## src/rtl/gpio_npu_bridge_if.sv

```systemverilog
// gpio_npu_bridge_if: GPIO command/NPU result side and packed frame side.
// master drives board and NPU inputs; slave is the bridge.
interface gpio_npu_bridge_if #(
  parameter int DATA_W     = 16,
  parameter int CH_NUM     = 3,
  parameter int FIFO_DEPTH = 16
);
  logic [3:0]                         gpio_io_i;
  logic [DATA_W-1:0]                  npu_out_data;
  logic                               npu_out_data_vld;
  logic                               cal_start;
  logic                               mode;
  logic                               busy;
  logic [CH_NUM*DATA_W-1:0]           gpio_io_o;
  logic                               out_vld;
  logic [$clog2(CH_NUM+1)-1:0]        lane_cnt;
  logic [$clog2(FIFO_DEPTH+1)-1:0]    fifo_count;
  logic                               overflow;

  modport master (
    output gpio_io_i, npu_out_data, npu_out_data_vld,
    input  cal_start, mode, busy, gpio_io_o,
    input  out_vld, lane_cnt, fifo_count, overflow
  );

  modport slave (
    input  gpio_io_i, npu_out_data, npu_out_data_vld,
    output cal_start, mode, busy, gpio_io_o,
    output out_vld, lane_cnt, fifo_count, overflow
  );
endinterface

```

## src/rtl/gpio_npu_bridge.sv

```systemverilog
// gpio_npu_bridge: GPIO command decode, NPU result FIFO and frame packer.
// Define GPIO_SYNC_EN to add a SYNC_STAGES-deep input synchroniser.
module gpio_npu_bridge #(
  parameter int DATA_W      = 16,
  parameter int CH_NUM      = 3,
  parameter int FIFO_DEPTH  = 16,
  parameter int SYNC_STAGES = 2
) (
  input  logic             sys_clk,
  input  logic             rst_n,
  gpio_npu_bridge_if.slave bus
);
  localparam int AW = $clog2(FIFO_DEPTH);
  localparam int CW = $clog2(FIFO_DEPTH+1);
  localparam int LW = $clog2(CH_NUM+1);

  typedef enum logic {C_IDLE, C_RUN} ctl_e;
  typedef enum logic {RD_IDLE, RD_POP} rd_e;

  logic [3:0] stage;
  logic [3:0] in_q;
  logic [2:0] prev_q;
  logic       start_e;
  logic       read_e;
  logic       clear_e;
  logic       mode_s;

`ifdef GPIO_SYNC_EN
  logic [SYNC_STAGES-1:0][3:0] sync_q;

  always_ff @(posedge sys_clk) begin
    if (!rst_n) begin
      sync_q <= '0;
    end else begin
      sync_q <= {sync_q[SYNC_STAGES-2:0], bus.gpio_io_i};
    end
  end

  assign stage = sync_q[SYNC_STAGES-1];
`else
  assign stage = bus.gpio_io_i;
`endif

  // prev_q keeps only the edge-detected bits: {clear, read, start}
  always_ff @(posedge sys_clk) begin
    if (!rst_n) begin
      in_q   <= '0;
      prev_q <= '0;
    end else begin
      in_q   <= stage;
      prev_q <= {in_q[3], in_q[2], in_q[0]};
    end
  end

  assign start_e = in_q[0] & ~prev_q[0];
  assign read_e  = in_q[2] & ~prev_q[1];
  assign clear_e = in_q[3] & ~prev_q[2];
  assign mode_s  = in_q[1];

  ctl_e ctl_q, ctl_d;
  logic cal_q, cal_d;
  logic mode_q, mode_d;
  logic flush;

  always_comb begin
    ctl_d  = ctl_q;
    cal_d  = 1'b0;
    mode_d = mode_q;
    flush  = clear_e;
    unique case (ctl_q)
      C_IDLE: begin
        if (start_e && !clear_e) begin
          ctl_d  = C_RUN;
          cal_d  = 1'b1;
          mode_d = mode_s;
          flush  = 1'b1;
        end
      end
      C_RUN: begin
        if (clear_e) ctl_d = C_IDLE;
      end
      default: ctl_d = C_IDLE;
    endcase
  end

  always_ff @(posedge sys_clk) begin
    if (!rst_n) begin
      ctl_q  <= C_IDLE;
      cal_q  <= 1'b0;
      mode_q <= 1'b0;
    end else begin
      ctl_q  <= ctl_d;
      cal_q  <= cal_d;
      mode_q <= mode_d;
    end
  end

  logic [DATA_W-1:0] mem [FIFO_DEPTH];
  logic [AW-1:0]     wptr_q;
  logic [AW-1:0]     rptr_q;
  logic [CW-1:0]     cnt_q;
  logic              ovf_q;
  logic              room;
  logic              push;
  logic              drop;
  logic              pop;

  assign room = cnt_q < CW'(FIFO_DEPTH);
  assign push = (ctl_q == C_RUN) && bus.npu_out_data_vld
              && !flush && room;
  assign drop = (ctl_q == C_RUN) && bus.npu_out_data_vld
              && !flush && !room;

  always_ff @(posedge sys_clk) begin
    if (!rst_n || flush) begin
      wptr_q <= '0;
      rptr_q <= '0;
      cnt_q  <= '0;
      ovf_q  <= 1'b0;
    end else begin
      if (push) wptr_q <= wptr_q + AW'(1);
      if (pop)  rptr_q <= rptr_q + AW'(1);
      if (push && !pop) begin
        cnt_q <= cnt_q + CW'(1);
      end else if (pop && !push) begin
        cnt_q <= cnt_q - CW'(1);
      end
      if (drop) ovf_q <= 1'b1;
    end
  end

  always_ff @(posedge sys_clk) begin
    if (push) mem[wptr_q] <= bus.npu_out_data;
  end

  rd_e                          rds_q, rds_d;
  logic [CH_NUM-1:0][DATA_W-1:0] lanes_q, lanes_d;
  logic [LW-1:0]                n_q, n_d;
  logic [LW-1:0]                lane_q, lane_d;
  logic                         vld_q, vld_d;

  always_comb begin
    rds_d   = rds_q;
    lanes_d = lanes_q;
    n_d     = n_q;
    lane_d  = lane_q;
    vld_d   = vld_q;
    pop     = 1'b0;
    if (flush) begin
      rds_d   = RD_IDLE;
      lanes_d = '0;
      lane_d  = '0;
      vld_d   = 1'b0;
    end else begin
      unique case (rds_q)
        RD_IDLE: begin
          if (read_e) begin
            rds_d   = RD_POP;
            n_d     = (cnt_q >= CW'(CH_NUM)) ? LW'(CH_NUM)
                                             : LW'(cnt_q);
            lanes_d = '0;
            lane_d  = '0;
            vld_d   = 1'b0;
          end
        end
        RD_POP: begin
          if (lane_q == n_q) begin
            rds_d = RD_IDLE;
            vld_d = 1'b1;
          end else begin
            pop = 1'b1;
            for (int i = 0; i < CH_NUM; i++) begin
              if (lane_q == LW'(i)) lanes_d[i] = mem[rptr_q];
            end
            lane_d = lane_q + LW'(1);
            if (lane_d == n_q) begin
              rds_d = RD_IDLE;
              vld_d = 1'b1;
            end
          end
        end
        default: rds_d = RD_IDLE;
      endcase
    end
  end

  always_ff @(posedge sys_clk) begin
    if (!rst_n) begin
      rds_q   <= RD_IDLE;
      lanes_q <= '0;
      n_q     <= '0;
      lane_q  <= '0;
      vld_q   <= 1'b0;
    end else begin
      rds_q   <= rds_d;
      lanes_q <= lanes_d;
      n_q     <= n_d;
      lane_q  <= lane_d;
      vld_q   <= vld_d;
    end
  end

  assign bus.cal_start  = cal_q;
  assign bus.mode       = mode_q;
  assign bus.busy       = (ctl_q == C_RUN);
  assign bus.gpio_io_o  = lanes_q;
  assign bus.out_vld    = vld_q;
  assign bus.lane_cnt   = lane_q;
  assign bus.fifo_count = cnt_q;
  assign bus.overflow   = ovf_q;
endmodule

```

## src/flat_wrapper.sv

```systemverilog
// flat-port wrapper written by rule: the top's interface ports become plain ports
module gpio_npu_bridge_flat 
#(
  parameter int DATA_W      = 16,
  parameter int CH_NUM      = 3,
  parameter int FIFO_DEPTH  = 16,
  parameter int SYNC_STAGES = 2
)
  (sys_clk, rst_n, bus_gpio_io_i, bus_npu_out_data, bus_npu_out_data_vld, bus_cal_start, bus_mode, bus_busy, bus_gpio_io_o, bus_out_vld, bus_lane_cnt, bus_fifo_count, bus_overflow);
  gpio_npu_bridge_if #(.DATA_W(DATA_W), .CH_NUM(CH_NUM), .FIFO_DEPTH(FIFO_DEPTH)) bus_i ();
  input  logic sys_clk;
  input  logic rst_n;
  input wire logic [$bits(bus_i.gpio_io_i)-1:0] bus_gpio_io_i;
  input wire logic [$bits(bus_i.npu_out_data)-1:0] bus_npu_out_data;
  input wire logic [$bits(bus_i.npu_out_data_vld)-1:0] bus_npu_out_data_vld;
  output wire logic [$bits(bus_i.cal_start)-1:0] bus_cal_start;
  output wire logic [$bits(bus_i.mode)-1:0] bus_mode;
  output wire logic [$bits(bus_i.busy)-1:0] bus_busy;
  output wire logic [$bits(bus_i.gpio_io_o)-1:0] bus_gpio_io_o;
  output wire logic [$bits(bus_i.out_vld)-1:0] bus_out_vld;
  output wire logic [$bits(bus_i.lane_cnt)-1:0] bus_lane_cnt;
  output wire logic [$bits(bus_i.fifo_count)-1:0] bus_fifo_count;
  output wire logic [$bits(bus_i.overflow)-1:0] bus_overflow;
  assign bus_i.gpio_io_i = bus_gpio_io_i;
  assign bus_i.npu_out_data = bus_npu_out_data;
  assign bus_i.npu_out_data_vld = bus_npu_out_data_vld;
  assign bus_cal_start = bus_i.cal_start;
  assign bus_mode = bus_i.mode;
  assign bus_busy = bus_i.busy;
  assign bus_gpio_io_o = bus_i.gpio_io_o;
  assign bus_out_vld = bus_i.out_vld;
  assign bus_lane_cnt = bus_i.lane_cnt;
  assign bus_fifo_count = bus_i.fifo_count;
  assign bus_overflow = bus_i.overflow;
  gpio_npu_bridge #(.DATA_W(DATA_W), .CH_NUM(CH_NUM), .FIFO_DEPTH(FIFO_DEPTH), .SYNC_STAGES(SYNC_STAGES)) u_core (.sys_clk(sys_clk), .rst_n(rst_n), .bus(bus_i));
endmodule
```

## config.mk

```make
export PLATFORM = sky130hd
export DESIGN_NAME = gpio_npu_bridge_flat
export DESIGN_NICKNAME = d
export VERILOG_FILES = /design/src/rtl/gpio_npu_bridge_if.sv /design/src/rtl/gpio_npu_bridge.sv /design/src/flat_wrapper.sv
export SDC_FILE = /design/constraint.sdc
export NUM_CORES = 1
export LEC_CHECK = 0
export CAP_MARGIN = 20
export CORE_MARGIN = 2
export CORE_UTILIZATION = 40
export DETAILED_ROUTE_END_ITERATION = 7
export HOLD_SLACK_MARGIN = 0.15
export SLEW_MARGIN = 10
export SYNTH_ARGS = -nofsm -noshare
export SYNTH_HDL_FRONTEND = slang
export SYNTH_SLANG_ARGS = --single-unit
```

## constraint.sdc

```tcl
create_clock -name sys_clk -period 3 [get_ports sys_clk]
set_clock_uncertainty 0.2 [all_clocks]
set_input_delay 0.6 -clock sys_clk [delete_from_list [all_inputs] [get_ports sys_clk]]
set_output_delay 0.6 -clock sys_clk [all_outputs]
set_load 0.05 [all_outputs]
```

==> results.md, run 1 <==
| Stage | Quantity | Value |
| --- | --- | --- |
| clocking | Count of clock tree sinks | 338 |
| synth | Number of enable-type register cells in the synthesized netlist | 256 |
| timing | Max Clock Freq | 0.374 GHz |
| clocking | Number of buffers added to fix hold violations after cts | 0 |
| flow run | # Max-Cap Violations | 0 |
| placed design | Cell total after placement | 1370 |
| worst setup path | Worst setup path class | reg -> reg |
| synth | Fraction of the mapped netlist area in compound gates | 9.09% |
| synth | Syn avg cell area | 15.5 um^2 |
| die | Die W | 185 um |
| power | Switching Share | 20.5% |
| power | Combinational share of power | 3.7% |
| placed design | Post-DP HPWL | 17400 um |
| grt | Wire length of the first global-routing pass | 43300 um |
| synth | Synthesized Nets | 877 |
| worst setup path | Worst Setup Start Kind | flip-flop |
| synth | Gate count after technology mapping | 841 |
| clocking | Number of buffers added for setup after CTS | 0 |
| timing | Setup repair after global routing missed its margin | no |
| route | 1st-iter DRT viols | 505 |
| route | DRT antenna net count | 0 |
| synth | Multiplexer share of the synthesized area | 10.2% |
| synth | Number of different library cells in the post-synthesis netlist | 43 |
| die | Num ports | 83 |
| route | Detailed Routing Iterations Pass 1 | 5 |
| synth | Synthesized-area fraction occupied by and/or/nand/nor cells | 5.19% |
| placed design | Placer's final routability congestion estimate | 0.754 |
| route | Via count | 7288 |
| outcome | Run status | complete, no violations |
| finish | Post-Layout Inst Area | 15800 um^2 |
| power | Worst voltage drop across the vdd grid | 0.351 mV |
| timing | Actual transition at the worst max-transition pin | 0.904 ns |
| synth | Fraction of synthesized cell area in xor and xnor cells | 0.670% |
| worst setup path | Startpoint of the worst register-to-register path | u_core.bus.lane_cnt[0] |
| clocking | Clock tree root buffer cell | sky130_fd_sc_hd__clkbuf_16 |
| clocking | Quantity of gates resized following cts | 0 |
| synth | Async set-or-reset flop fraction in the synthesized netlist | 0% |
| route | Avg Vias per Cell | 5.09 |
| timing | Ratio of final minimum period to clock period | 89.2% |
| power | Clock share of power | 42.0% |
| timing | Post-layout minimum cycle time | 2.68 ns |
| power | Overall power | 0.00934 W |
| timing | Worst rel slew slack | 39.7% |
| grt | Overflow left after global routing | 0 |
| synth | Ys flop type | sky130_fd_sc_hd__edfxtp_1 |
| clocking | Clock tree from TritonCTS | done |
| worst setup path | Crit path max fanout | 4 |
| placed design | Area of placed instances | 14800 um^2 |
| worst hold path | Min-delay src | u_core.in_q[1] |
| finish | Fraction of final layout cells with drive strength greater than 1 | 14.7% |
| power | Internal Dissipation | 0.00742 W |
| timing | Max-slew violation count | 0 |
| synth | Ys Warns | 0 |
| worst setup path | Data arrival at the endpoint of the critical path | 2.93 ns |
| clocking | CTS max path bufs | 3 |
| finish | Post-layout nets | 1001 |
| finish | Area added between synthesis and finish | 20.6% |
| grt | Number of global-route vias before repair | 7249 |
| power | Psw | 0.00192 W |
| finish | Finished Layout Cells | 1432 |
| worst setup path | CP Launch Point | u_core.bus.lane_cnt[0] |
| timing | Final hold violation count | 0 |
| worst setup path | Crit path required time | 3.25 ns |
| clocking | Maximum level of the CTS H-tree | 2 |
| worst hold path | Class of the tightest hold or removal check | reg -> reg |
| die | Initial standard-cell utilization of the core | 40.4% |
| synth | Largest family of logic cells by synthesized area | multiplexers |
| clocking | Number of buffers created by CTS | 35 |
| die | Total number of placement rows | 66 |
| finish | Leading cell types in the layout, fill and taps excluded | 256 x sky130_fd_sc_hd__edfxtp_1, 133 x sky130_fd_sc_hd__mux2i_1, 82 x sky130_fd_sc_hd__clkdlybuf4s50_1 |
| synth | Sequential-to-total area share from yosys stat | 71.3% |
| synth | Netlist Area Pre-Place | 13100 um^2 |
| route | Mean routed wirelength per cell | 19.8 um |
| die | Area inside the core boundary | 32400 um^2 |
| power | Pwr/cell area | 592 nW/um^2 |
| timing | Final number of setup-violating endpoints | 0 |
| clocking | Clk Latency, worst-skew pair | 0.52 ns |
| grt | Largest net degree at the start of global routing | 75 |
| grt | GRT Resource Usage Total | 16.9% |
| placed design | Quantity of I/O buffers inserted on ports | 82 |
| route | Total wire length | 28300 um |
| route | Drc violations | 0 |
| synth | Synth Area in Adders | 1.30% |
| worst setup path | Capturing element type of the critical path | flip-flop |
| finish | Most common cell after layout, fill and taps aside | sky130_fd_sc_hd__edfxtp_1 |
| grt | Number of antenna violations at the first check in global routing | 1 |
| synth | Number of synthesized register bits | 338 |
| die | Area of the die | 34200 um^2 |
| power | Static leakage | 5.08 nW |
| die | Floorplan die height | 185 um |
| clocking | Clock transition at the registers of the reported paths | 0.06 ns |
| power | Relative contribution of sequential cells to total power | 54.3% |
registers in the layout, indices dropped and copies added, names as in the netlist, named ones only:
register / flops
u_core.bus.gpio_io_o: 48
u_core.mem: 256
u_core.bus.mode: 1
u_core.bus.lane_cnt: 2
u_core.wptr_q: 4
u_core.prev_q: 3
u_core.bus.overflow: 1
u_core.bus.fifo_count: 5
u_core.bus.cal_start: 1
u_core.bus.busy: 1
u_core.bus.out_vld: 1
u_core.n_q: 2
u_core.rptr_q: 4
u_core.in_q: 4
u_core.rds_q: 1
final timing paths:
check | endpoint | slack (ns) | cells past startpoint
worst max-delay path | u_core.bus.fifo_count[4] | 0.32 | 11
worst min-delay path | u_core.bus.mode | 0.25 | 2
worst max register to register | u_core.bus.fifo_count[4] | 0.32 | 11
worst min register to register | u_core.bus.mode | 0.25 | 2
layer usage:
metal  GRT usage [%]  part of all wire, %
met5               0                    0
met4            3.87                  1.6
met3            2.87                  4.8
met2            28.3                   48
met1            23.1                   46
critical path: stages (launching register included):
cell,delay (ns)
sky130_fd_sc_hd__dfxtp_2,0.36
sky130_fd_sc_hd__xor2_1,0.26
sky130_fd_sc_hd__o21a_4,0.19
sky130_fd_sc_hd__nand2_4,0.05
sky130_fd_sc_hd__ha_1,0.22
sky130_fd_sc_hd__inv_1,0.09
sky130_fd_sc_hd__ha_1,0.24
sky130_fd_sc_hd__nor2b_1,0.14
sky130_fd_sc_hd__o21a_1,0.18
sky130_fd_sc_hd__or3_1,0.30
sky130_fd_sc_hd__a21oi_1,0.19
sky130_fd_sc_hd__mux2i_1,0.19
cells in the mapped netlist, types with 2 or more instances:
cell type	number	area [um^2]
sky130_fd_sc_hd__mux2i_1	133	1330
sky130_fd_sc_hd__o21ba_1	2	20.0
sky130_fd_sc_hd__clkbuf_1	10	37.5
sky130_fd_sc_hd__a22oi_1	64	480
sky130_fd_sc_hd__o21ba_2	15	150
sky130_fd_sc_hd__nand2_1	26	97.6
sky130_fd_sc_hd__a22o_1	32	280
sky130_fd_sc_hd__ha_1	12	150
sky130_fd_sc_hd__xnor2_1	4	35.0
sky130_fd_sc_hd__edfxtp_1	256	7690
sky130_fd_sc_hd__buf_4	13	97.6
sky130_fd_sc_hd__or3_1	2	12.5
sky130_fd_sc_hd__nor2_2	2	12.5
sky130_fd_sc_hd__nor3_1	9	45.0
sky130_fd_sc_hd__a21oi_4	2	32.5
sky130_fd_sc_hd__a21oi_1	12	60.1
sky130_fd_sc_hd__o21ai_0	19	95.1
sky130_fd_sc_hd__and2_1	8	50.1
sky130_fd_sc_hd__xor2_1	6	52.6
sky130_fd_sc_hd__buf_1	3	11.3
sky130_fd_sc_hd__a311oi_1	2	17.5
sky130_fd_sc_hd__dfxtp_1	82	1640
sky130_fd_sc_hd__nor2_1	40	150
sky130_fd_sc_hd__inv_1	10	37.5
sky130_fd_sc_hd__nand3_1	36	180
sky130_fd_sc_hd__nand2b_1	4	25.0
sky130_fd_sc_hd__nor2b_1	5	31.3
sky130_fd_sc_hd__buf_2	17	85.1
cells by family (layout without fill, tap and decap cells):
kind of cell    after synthesis  count (layout)
flops                       338             338
compound gates              153             153
simple gates                139             139
mux                         133             133
buf+inv                      55             203
fa+ha+maj                    13              13
xor+xnor                     10              10
other cells                   0               1
final cells by class:
class / instances / area, um^2
sequential: 338 / 9340
fill: 2806 / 16600
multi-input combinational: 448 / 3530
tap: 442 / 553
timing repair buffer: 131 / 1290
clock inverter: 19 / 110
inverter: 11 / 41.3
antenna: 1 / 2.50
clock buffer: 42 / 912
power by group through the flow:
stage	logic [W]	clock network, W	registers [W]
after floorplan	0.000139	0	0.00523
after detailed placement	0.000350	0	0.00517
after global routing	0.000377	0.00422	0.00507
after global placement	0.000344	0	0.00517
after CTS	0.000351	0.00403	0.00507
final	0.000346	0.00392	0.00507
per-stage QoR:
stage	setup slack (ns)	utilization, %	TNS (ns)	hold slack (ns)
CTS	0.321	48.7	0	0.254
global route	0.178	48.7	0	0.265
global placement	-0.139	45.6	-0.139	0.247
floorplan	0.0635	-	0	0.222
finish	0.323	48.7	0	0.251
detailed placement	-0.161	45.6	-0.161	0.244
Note: power is estimated with default switching activity, not from simulation.
==> run 2, diff against run 1 <==
--- a/config.mk
+++ b/config.mk
@@ -5,7 +5,6 @@
 export SDC_FILE = /design/constraint.sdc
 export NUM_CORES = 1
 export LEC_CHECK = 0
-export CAP_MARGIN = 20
 export CORE_MARGIN = 2
 export CORE_UTILIZATION = 40
 export DETAILED_ROUTE_END_ITERATION = 7
==> results of run 2 <==
Same layout as run 1: the final DEF is identical, and so are final timing and power.
